## config.mk

```make
export PLATFORM = sky130hd
export DESIGN_NAME = fpu_arbiter
export DESIGN_NICKNAME = d
export VERILOG_FILES = /design/src/rtl/fpu_pkg.sv /design/src/rtl/fpu_rr_arbiter.sv /design/src/rtl/fpu_arbiter.sv
export SDC_FILE = /design/constraint.sdc
export NUM_CORES = 1
export LEC_CHECK = 0
export BUFFER_PORTS_ARGS = -buffer_cell sky130_fd_sc_hd__buf_2
export CAP_MARGIN = 10
export CORE_AREA = 3 3 160 162
export CTS_CLUSTER_DIAMETER = 60
export DETAILED_ROUTE_END_ITERATION = 8
export DIE_AREA = 0 0 163 165
export GPL_ROUTABILITY_DRIVEN = 1
export PLACE_DENSITY = 0.65
export SYNTH_ARGS = -nofsm -noshare
export SYNTH_HDL_FRONTEND = slang
export SYNTH_SLANG_ARGS = --single-unit
```

## constraint.sdc

```tcl
create_clock -name clock -period 6.2 [get_ports clock]
set_input_delay 1.24 -clock clock [delete_from_list [all_inputs] [get_ports clock]]
set_output_delay 1.24 -clock clock [all_outputs]
set_load 0.005 [all_outputs]
```

## src/rtl/fpu_pkg.sv

```systemverilog
// ---------------------------------------------------------------------------
// fpu_pkg
//   Shared definitions for the FPU arbiter slice.
//   - Result-word field positions (sign / biased exponent / mantissa).
//   - FPU status codes as reported on fpu_status_in (bit0 = done).
//   - Controller FSM state type.
// ---------------------------------------------------------------------------
package fpu_pkg;

    localparam int SIGN_BIT = 31;
    localparam int EXP_MSB  = 30;
    localparam int EXP_LSB  = 25;
    localparam int MANT_W   = 25;
    localparam int BIAS     = 31;

    localparam logic [3:0] ST_EXACT   = 4'b0001;
    localparam logic [3:0] ST_INEXACT = 4'b1111;
    localparam logic [3:0] ST_OVF     = 4'b0011;
    localparam logic [3:0] ST_UNF     = 4'b0111;
    localparam logic [3:0] ST_NONE    = 4'b0000;

    typedef enum logic [2:0] {
        IDLE,
        CLEAR,
        RUN,
        SETTLE,
        RESP
    } arb_state_t;

endpackage

```

## src/rtl/fpu_rr_arbiter.sv

```systemverilog
// ---------------------------------------------------------------------------
// fpu_rr_arbiter
//   Combinational round-robin grant selection. The search starts at the
//   index after i_rr_ptr and wraps around; the first set request wins.
//   Ports:
//     i_req        per-requester request vector
//     i_rr_ptr     index of the most recently granted requester
//     o_grant      one-hot grant (all zero when nothing requests)
//     o_grant_idx  binary index of the granted requester
//     o_any        at least one request is present
// ---------------------------------------------------------------------------
module fpu_rr_arbiter #(
    parameter int NUM_REQ = 4,
    parameter int ID_W    = 2
) (
    input  logic [NUM_REQ-1:0] i_req,
    input  logic [ID_W-1:0]    i_rr_ptr,
    output logic [NUM_REQ-1:0] o_grant,
    output logic [ID_W-1:0]    o_grant_idx,
    output logic               o_any
);

    logic [ID_W-1:0] w_idx;
    int unsigned     w_ptr;

    always_comb begin
        o_grant     = '0;
        o_grant_idx = '0;
        o_any       = 1'b0;
        w_idx       = '0;
        w_ptr       = 32'(i_rr_ptr);
        // k = 1..NUM_REQ visits every index once, ending at rr_ptr itself.
        for (int unsigned k = 1; k <= NUM_REQ; k++) begin
            w_idx = ID_W'((w_ptr + k) % NUM_REQ);
            if (!o_any && i_req[w_idx]) begin
                o_any          = 1'b1;
                o_grant[w_idx] = 1'b1;
                o_grant_idx    = w_idx;
            end
        end
    end

endmodule

```

## src/rtl/fpu_arbiter.sv

```systemverilog
// ---------------------------------------------------------------------------
// fpu_arbiter
//   Shares one FPU add/sub datapath between NUM_REQ requesters. Requests are
//   granted round-robin, operands latched, the FPU is cleared for one cycle
//   and then run until it reports done or TIMEOUT_CYCLES expire. The result
//   is returned on a valid/ready response channel.
//   Ports:
//     clock, reset               clock, asynchronous active-high reset
//     req_valid/ready            per-requester request handshake
//     req_op_a/op_b/sub          packed 32-bit operands, subtract flag
//     rsp_valid/ready            response handshake
//     rsp_id/data/status/timeout response payload
//     fpu_reset_n                active-low clear to the FPU
//     fpu_op_a/op_b              operands to the FPU
//     fpu_data_in/status_in      FPU result and status (bit0 = done)
// ---------------------------------------------------------------------------
module fpu_arbiter
    import fpu_pkg::*;
#(
    parameter int NUM_REQ        = 4,
    parameter int ID_W           = 2,
    parameter int TIMEOUT_CYCLES = 64
) (
    input  logic                  clock,
    input  logic                  reset,
    input  logic [NUM_REQ-1:0]    req_valid,
    output logic [NUM_REQ-1:0]    req_ready,
    input  logic [32*NUM_REQ-1:0] req_op_a,
    input  logic [32*NUM_REQ-1:0] req_op_b,
    input  logic [NUM_REQ-1:0]    req_sub,
    output logic                  rsp_valid,
    input  logic                  rsp_ready,
    output logic [ID_W-1:0]       rsp_id,
    output logic [31:0]           rsp_data,
    output logic [3:0]            rsp_status,
    output logic                  rsp_timeout,
    output logic                  fpu_reset_n,
    output logic [31:0]           fpu_op_a,
    output logic [31:0]           fpu_op_b,
    input  logic [31:0]           fpu_data_in,
    input  logic [3:0]            fpu_status_in
);

    localparam int CNT_W = ($clog2(TIMEOUT_CYCLES) > 0) ? $clog2(TIMEOUT_CYCLES) : 1;
    localparam logic [CNT_W-1:0] CNT_LAST = CNT_W'(TIMEOUT_CYCLES - 1);

    arb_state_t       r_state;
    logic [ID_W-1:0]  r_rr_ptr;
    logic [CNT_W-1:0] r_cnt;
    logic [ID_W-1:0]  r_id;
    logic             r_rsp_valid;
    logic [31:0]      r_rsp_data;
    logic [3:0]       r_rsp_status;
    logic             r_rsp_timeout;
    logic             r_fpu_reset_n;
    logic [31:0]      r_op_a;
    logic [31:0]      r_op_b;

    logic [NUM_REQ-1:0] w_grant;
    logic [ID_W-1:0]    w_grant_idx;
    logic               w_any;
    logic [31:0]        w_sel_a;
    logic [31:0]        w_sel_b;
    logic               w_sel_sub;

    fpu_rr_arbiter #(
        .NUM_REQ (NUM_REQ),
        .ID_W    (ID_W)
    ) u_rr (
        .i_req       (req_valid),
        .i_rr_ptr    (r_rr_ptr),
        .o_grant     (w_grant),
        .o_grant_idx (w_grant_idx),
        .o_any       (w_any)
    );

    always_comb begin
        w_sel_a   = '0;
        w_sel_b   = '0;
        w_sel_sub = 1'b0;
        for (int unsigned i = 0; i < NUM_REQ; i++) begin
            if (w_grant[i]) begin
                w_sel_a   = req_op_a[32*i +: 32];
                w_sel_b   = req_op_b[32*i +: 32];
                w_sel_sub = req_sub[i];
            end
        end
    end

    // Accept is combinational in IDLE; gated by reset so nothing is accepted
    // while the controller is held in reset.
    assign req_ready = (r_state == IDLE && !reset) ? w_grant : '0;

    always_ff @(posedge clock or posedge reset) begin
        if (reset) begin
            r_state       <= IDLE;
            r_rr_ptr      <= ID_W'(NUM_REQ - 1);
            r_cnt         <= '0;
            r_id          <= '0;
            r_rsp_valid   <= 1'b0;
            r_rsp_data    <= '0;
            r_rsp_status  <= ST_NONE;
            r_rsp_timeout <= 1'b0;
            r_fpu_reset_n <= 1'b0;
            r_op_a        <= '0;
            r_op_b        <= '0;
        end else begin
            case (r_state)
                IDLE: begin
                    r_fpu_reset_n <= 1'b0;
                    if (w_any) begin
                        r_op_a   <= w_sel_a;
                        r_op_b   <= {w_sel_b[SIGN_BIT] ^ w_sel_sub, w_sel_b[SIGN_BIT-1:0]};
                        r_id     <= w_grant_idx;
                        r_rr_ptr <= w_grant_idx;
                        r_state  <= CLEAR;
                    end
                end
                CLEAR: begin
                    r_cnt         <= '0;
                    r_fpu_reset_n <= 1'b1;
                    r_state       <= RUN;
                end
                RUN: begin
                    if (fpu_status_in[0]) begin
                        r_state <= SETTLE;
                    end else if (r_cnt == CNT_LAST) begin
                        r_rsp_data    <= '0;
                        r_rsp_status  <= ST_NONE;
                        r_rsp_timeout <= 1'b1;
                        r_rsp_valid   <= 1'b1;
                        r_state       <= RESP;
                    end else begin
                        r_cnt <= r_cnt + 1'b1;
                    end
                end
                SETTLE: begin
                    // Data lags status by one cycle, so capture here.
                    r_rsp_data    <= fpu_data_in;
                    r_rsp_status  <= fpu_status_in;
                    r_rsp_timeout <= 1'b0;
                    r_rsp_valid   <= 1'b1;
                    r_state       <= RESP;
                end
                RESP: begin
                    if (rsp_ready) begin
                        r_rsp_valid   <= 1'b0;
                        r_fpu_reset_n <= 1'b0;
                        r_state       <= IDLE;
                    end
                end
                default: begin
                    r_fpu_reset_n <= 1'b0;
                    r_rsp_valid   <= 1'b0;
                    r_state       <= IDLE;
                end
            endcase
        end
    end

    assign rsp_valid   = r_rsp_valid;
    assign rsp_id      = r_id;
    assign rsp_data    = r_rsp_data;
    assign rsp_status  = r_rsp_status;
    assign rsp_timeout = r_rsp_timeout;
    assign fpu_reset_n = r_fpu_reset_n;
    assign fpu_op_a    = r_op_a;
    assign fpu_op_b    = r_op_b;

endmodule
```

# Yosys cells after proc, flatten, opt, wreduce, memory -nomap -nowiden
# Cells that the tools add are included.
# W data, S select, Z words.
# totals
out_inout_bits	109
word_cells	125
input_bits	303
register_bits	116
# classes
bitwise	6
addsub	5
n_lt_le_gt_ge	8
eq_ne	11
n_reduce_logical	23
muxes	61
# op_table
op	n
$mux W32	10
$pmux W32 S2	1
$mux W4	7
$mux W1	19
$pmux W3 S5	1
$lt A2 B3 Y1 const B	4
$mux W3	4
$mux W6	2
$or A4 B4 Y4	3
$pmux W6 S2	1
$reduce_and A3 Y1	3
$bmux W1 S2	4
$demux W1 S2	4
$ge A2 B1 Y1 const B	4
$logic_and A1 B1 Y1	8
$mux W2	4
$ne A2 B2 Y1 const B	4
$pmux W4 S2	1
$add A6 B1 Y6 const B	1
$eq A3 B2 Y1 const B	2
$eq A6 B6 Y1 const B	1
$add A2 B1 Y2 const B	2
$add A2 B2 Y2 const B	2
$logic_not A1 Y1	4
other kinds (14)	18

# Longest topological paths before layout
# logic_depth
ltp_word	18
depth_mapped	13

# Cells and area by module
# Synthesis repeated with hierarchy kept, for this count alone.
# hier_totals
hier_cells	748
hier_area_um2	6750.2
# modules_own_cells
module	area_per_inst_um2	n_inst	cells_per_inst	seq_area_each_um2
fpu_arbiter	6224.7	1	680	2905.3
fpu_rr_arbiter	525.5	1	68	0.0

# Worst setup path before layout
# Ideal clock, no wire load.
# synth_timing
path_kind	input port to output port
startpoint	in reset
endpoint	out req_ready[0]
path_stages	3
n_path_buf	0
arrival_ns	4.302
setup_slack_ns	0.658
cell_sequence	inv_1 nand2_1 a21oi_1
# synth_via
elab_chain_cells	3
# synth_lines
item	line_no	rtl
from (decl)	fpu_arbiter.sv:25	input logic reset,
$logic_not A1 Y1 (no source line)	n/a	
$logic_and A1 B1 Y1	fpu_arbiter.sv:92	assign req_ready = (r_state == IDLE && !reset) ? w_grant : '0;
$mux W4	fpu_arbiter.sv:92	
to (decl)	fpu_arbiter.sv:27	output logic [NUM_REQ-1:0] req_ready,
# Every way passes these cells.

# Worst setup path after layout
# layout_timing
startpoint	reg r_rr_ptr[0]
endpoint	out req_ready[1]
# layout_via
elab_chain_cells	14
elab_cells_between_ends	49
classes_between	4 x add/sub; 8 x order compare; 24 x mux; 3 x bitwise; 10 x reduce/logical
# layout_lines
item	line_no	rtl
from (decl)	fpu_arbiter.sv:48	logic [ID_W-1:0] r_rr_ptr;
from (signal assigned)	fpu_arbiter.sv:97	r_rr_ptr <= ID_W'(NUM_REQ - 1);
from (signal assigned)	fpu_arbiter.sv:115	r_rr_ptr <= w_grant_idx;
parallel branches: the longest is 12 deep, another holds $lt A2 B3 Y1	n/a	
$mux W4 *	fpu_rr_arbiter.sv:35	if (!o_any && i_req[w_idx]) begin
$mux W4 *	fpu_arbiter.sv:92	
# Every way passes the cells marked *. The select of a mux whose other input is x is not followed.

==> flow_summary.yaml <==
setup_path:
  startpoint_type: "register"
  slowest_stage: "dfstp_2"
  critical_path.top_delay_family: "simple AND/OR/NAND/NOR gates"
  cp_common_cell: "nor2_1"
  crit_type: "reg2out"
  path_buf_inv: 2
  cp-end-kind: "output port"
  arrival_ns: 3.57
  critical_path_required_ns: 4.96
  crit_chain: "inv_1 -> ha_1 -> mux4_2 -> nor4b_4 -> and2_1 -> nor2_1 -> nor2_1 -> buf_2"
  crit_path_max_fanout: 14
  max_stage_delay_ns: 0.73
layout:
  drive_gt1_frac: 0.457
  area_growth_pct: 29.9
  fin_area_mm2: 0.0118
  nets: 1625
yosys:
  yosys.area_share.adder: 0.0124
  synth_top_family_by_area: "compound AO/OA/AOI/OAI gates"
  synth-compound-area-share: 0.441
  synthesis.nets: 1293
  postSynthRegisterBits: 116
  yosysMostFrequentCell: "dfrtp_1"
  synth_area_mm2: 0.00906
  synthMuxAreaShare: 0.0146
  yosys.area.top_type: "dfrtp_1"
  synth_edf_count: 0
  ys_types: 54
  avgSynthCellArea_um2: 9.24
  synth_async_sr_flop_share: 1.00
  ys.flop_type: "dfrtp_1"
  synthXorXnorAreaFrac: 0.00580
  yosys.area_share.simple: 0.115
  synthTopCellsByArea: "dfrtp_1 31%, a221oi_2 9.9%, o2bb2ai_1 6.1%"
  synth_cells: 981
  yosys_warnings: 0
  synth_top_area_share: 0.315
  synth_commonest_cells: "114 x dfrtp_1, 79 x clkbuf_1, 76 x inv_1"
  ys_seq_area_frac: 0.321
timing:
  worstMarginPinSlew_ns: 1.15
  max_freq_mhz: 208
  whs_ns: 0.502
  hold_viol: 0
  setup_tns_ns: 0
  finalMaxSlewViolations: 0
  max_slew_margin: 0.236
  clock_skew_ns: 0.0190
  rsz0062_at_grt: "false"
  layout_min_cycle_time_ns: 4.81
  post-route-period-util: 0.775
  finalSetupViolCount: 0
drt:
  via_per_inst: 5.98
  routed-via-count: 9892
  drcViolationCount: 0
  wl_per_cell_um: 21.9
  dr.first_iter.drc_count: 826
  routed_wl_um: 36100
  dr.pass1.iters: 5
  ant_nets: 0
placement:
  hpwl_um: 24400
  place_area_mm2: 0.0112
  routabilityCongestion: 0.883
  port_buffers: 411
global_route:
  grt_pass1_wl_um: 54200
  grt_pass1_vias: 9534
  grt.total_usage: 0.255
  grt_max_degree: 72
  overflow: 0
  antenna_found_initial: 6
floorplan:
  ios: 412
  dieHeight_um: 165
  fp-row-count: 57
  die_area_mm2: 0.0269
  die_w_um: 163
  core_area_mm2: 0.0242
  start_util: 0.374
clocking:
  ctsResizeCount: 0
  post-cts-setup-buffers: 0
  clockBufferDepth: 2
  h-tree-depth: 4
  clk_pin_slew_ns: 0.06
  cts_tree: "built"
  postCtsHoldBufs: 0
  clock_latency_ns: 0.41
  clock-sinks: 116
  cts_root_buffer: "clkbuf_16"
  numCtsBuffers: 17
flow_run:
  maxCapViolCount: 0
outcome:
  status: "complete, no violations"
power_and_ir_drop:
  power.leakage_nw: 5.27
  max-vdd-ir-drop_mv: 0.604
  powerDensity_mw_per_mm2: 725
worst_hold_path:
  hold_class: "reg2reg"
==> worst register-to-register path, cell delays in order (launching register included) <==
cell      delay (ns)
dfstp_2         0.73
inv_1           0.20
ha_1            0.46
mux4_2          0.66
nor4b_4         0.50
and2_1          0.30
or2_4           0.79
buf_4           0.48
a221oi_1        0.15
a21oi_1         0.20
==> registers in the layout, indices dropped and copies added, names as in the netlist <==
signal / flops
rsp_status: 4
rsp_data: 32
r_rr_ptr: 2
rsp_valid: 1
fpu_op_b: 32
fpu_reset_n: 1
rsp_timeout: 1
r_state: 3
r_cnt: 6
fpu_op_a: 32
rsp_id: 2
==> final cells by class <==
type / instances / area, µm²
multi-input cells: 671 / 5390
flip-flops and latches: 116 / 2910
well taps: 324 / 405
clock buffers: 17 / 425
diodes: 3 / 7.51
clock inverters: 15 / 146
repair buffers: 431 / 2210
inverters: 76 / 288
fillers: 2344 / 12500
==> kinds of logic after synthesis <==
logic type | after synthesis
adders and majority gates | 9
muxes | 7
xor gates and xnor gates | 6
DFF | 116
and+or+nand+nor | 189
buffers and inverters | 194
AOI/OAI and AO/OA | 460
==> per-layer routing <==
layer / up-vias / routed length, µm / GRT usage
li1: 4540 / - / -
met1: 4749 / 14000 / 0.322
met2: 540 / 18000 / 0.438
met3: 59 / 3210 / 0.0534
met4: 4 / 849 / 0.0827
met5: - / 32 / 0
==> report_power, final <==
group | switching (mW) | total, mW | internal [mW] | leakage, nW
Clock | 0.434 | 0.998 | 0.564 | 0.275
Combinational | 3.80 | 6.12 | 2.32 | 3.61
Sequential | 0.244 | 1.42 | 1.17 | 1.39
Total | 4.48 | 8.54 | 4.06 | 5.27
==> final timing paths <==
check	startpoint	end	slack [ns]	cells past startpoint
max	r_rr_ptr[0]$_DFFE_PP1P_	req_ready[1]	1.39	8
min	rsp_data[17]$_DFFE_PP0P_	rsp_data[17]$_DFFE_PP0P_	0.50	1
max reg2reg	r_rr_ptr[0]$_DFFE_PP1P_	fpu_op_a[13]$_DFFE_PP0P_	1.67	9
min reg2reg	rsp_data[17]$_DFFE_PP0P_	rsp_data[17]$_DFFE_PP0P_	0.50	1
max in group asynchronous	reset	rsp_data[22]$_DFFE_PP0P_	3.83	3
min in group asynchronous	reset	fpu_op_a[16]$_DFFE_PP0P_	0.99	2
==> through the flow <==
step / total power, mW / cells / utilization / worst slack, ns
after detailed placement: 7.55 / 1618 / 0.462 / 1.62
final: 8.54 / 1653 / 0.486 / 1.39
after global placement: 7.44 / 1618 / 0.462 / 1.71
after global routing: 9.20 / 1653 / 0.486 / 1.16
after CTS: 8.57 / 1650 / 0.485 / 1.37
after floorplan: 5.97 / 981 / - / 0.658
==> cell usage in the layout (no fill, tap or decap), types with 3 or more instances in the layout <==
| cell | count |
|---|---|
| clkbuf_16 | 17 |
| diode_2 | 3 |
| o211ai_1 | 66 |
| a21boi_0 | 57 |
| o21ai_0 | 7 |
| nand2_1 | 13 |
| buf_4 | 20 |
| xnor2_1 | 4 |
| buf_2 | 411 |
| a21boi_1 | 6 |
| a221oi_1 | 3 |
| inv_1 | 75 |
| inv_6 | 5 |
| nor2b_1 | 4 |
| ha_1 | 7 |
| a21oi_2 | 60 |
| a221oi_2 | 60 |
| nor3_1 | 5 |
| clkinvlp_4 | 3 |
| a31oi_1 | 66 |
| a21oi_1 | 15 |
| dfrtp_1 | 114 |
| a22o_1 | 37 |
| o2bb2ai_1 | 63 |
| mux4_2 | 5 |
| nand3b_1 | 3 |
| nor2_1 | 18 |
| nand4_1 | 63 |
| nand3_1 | 67 |
(Power assumes the default switching activity.)
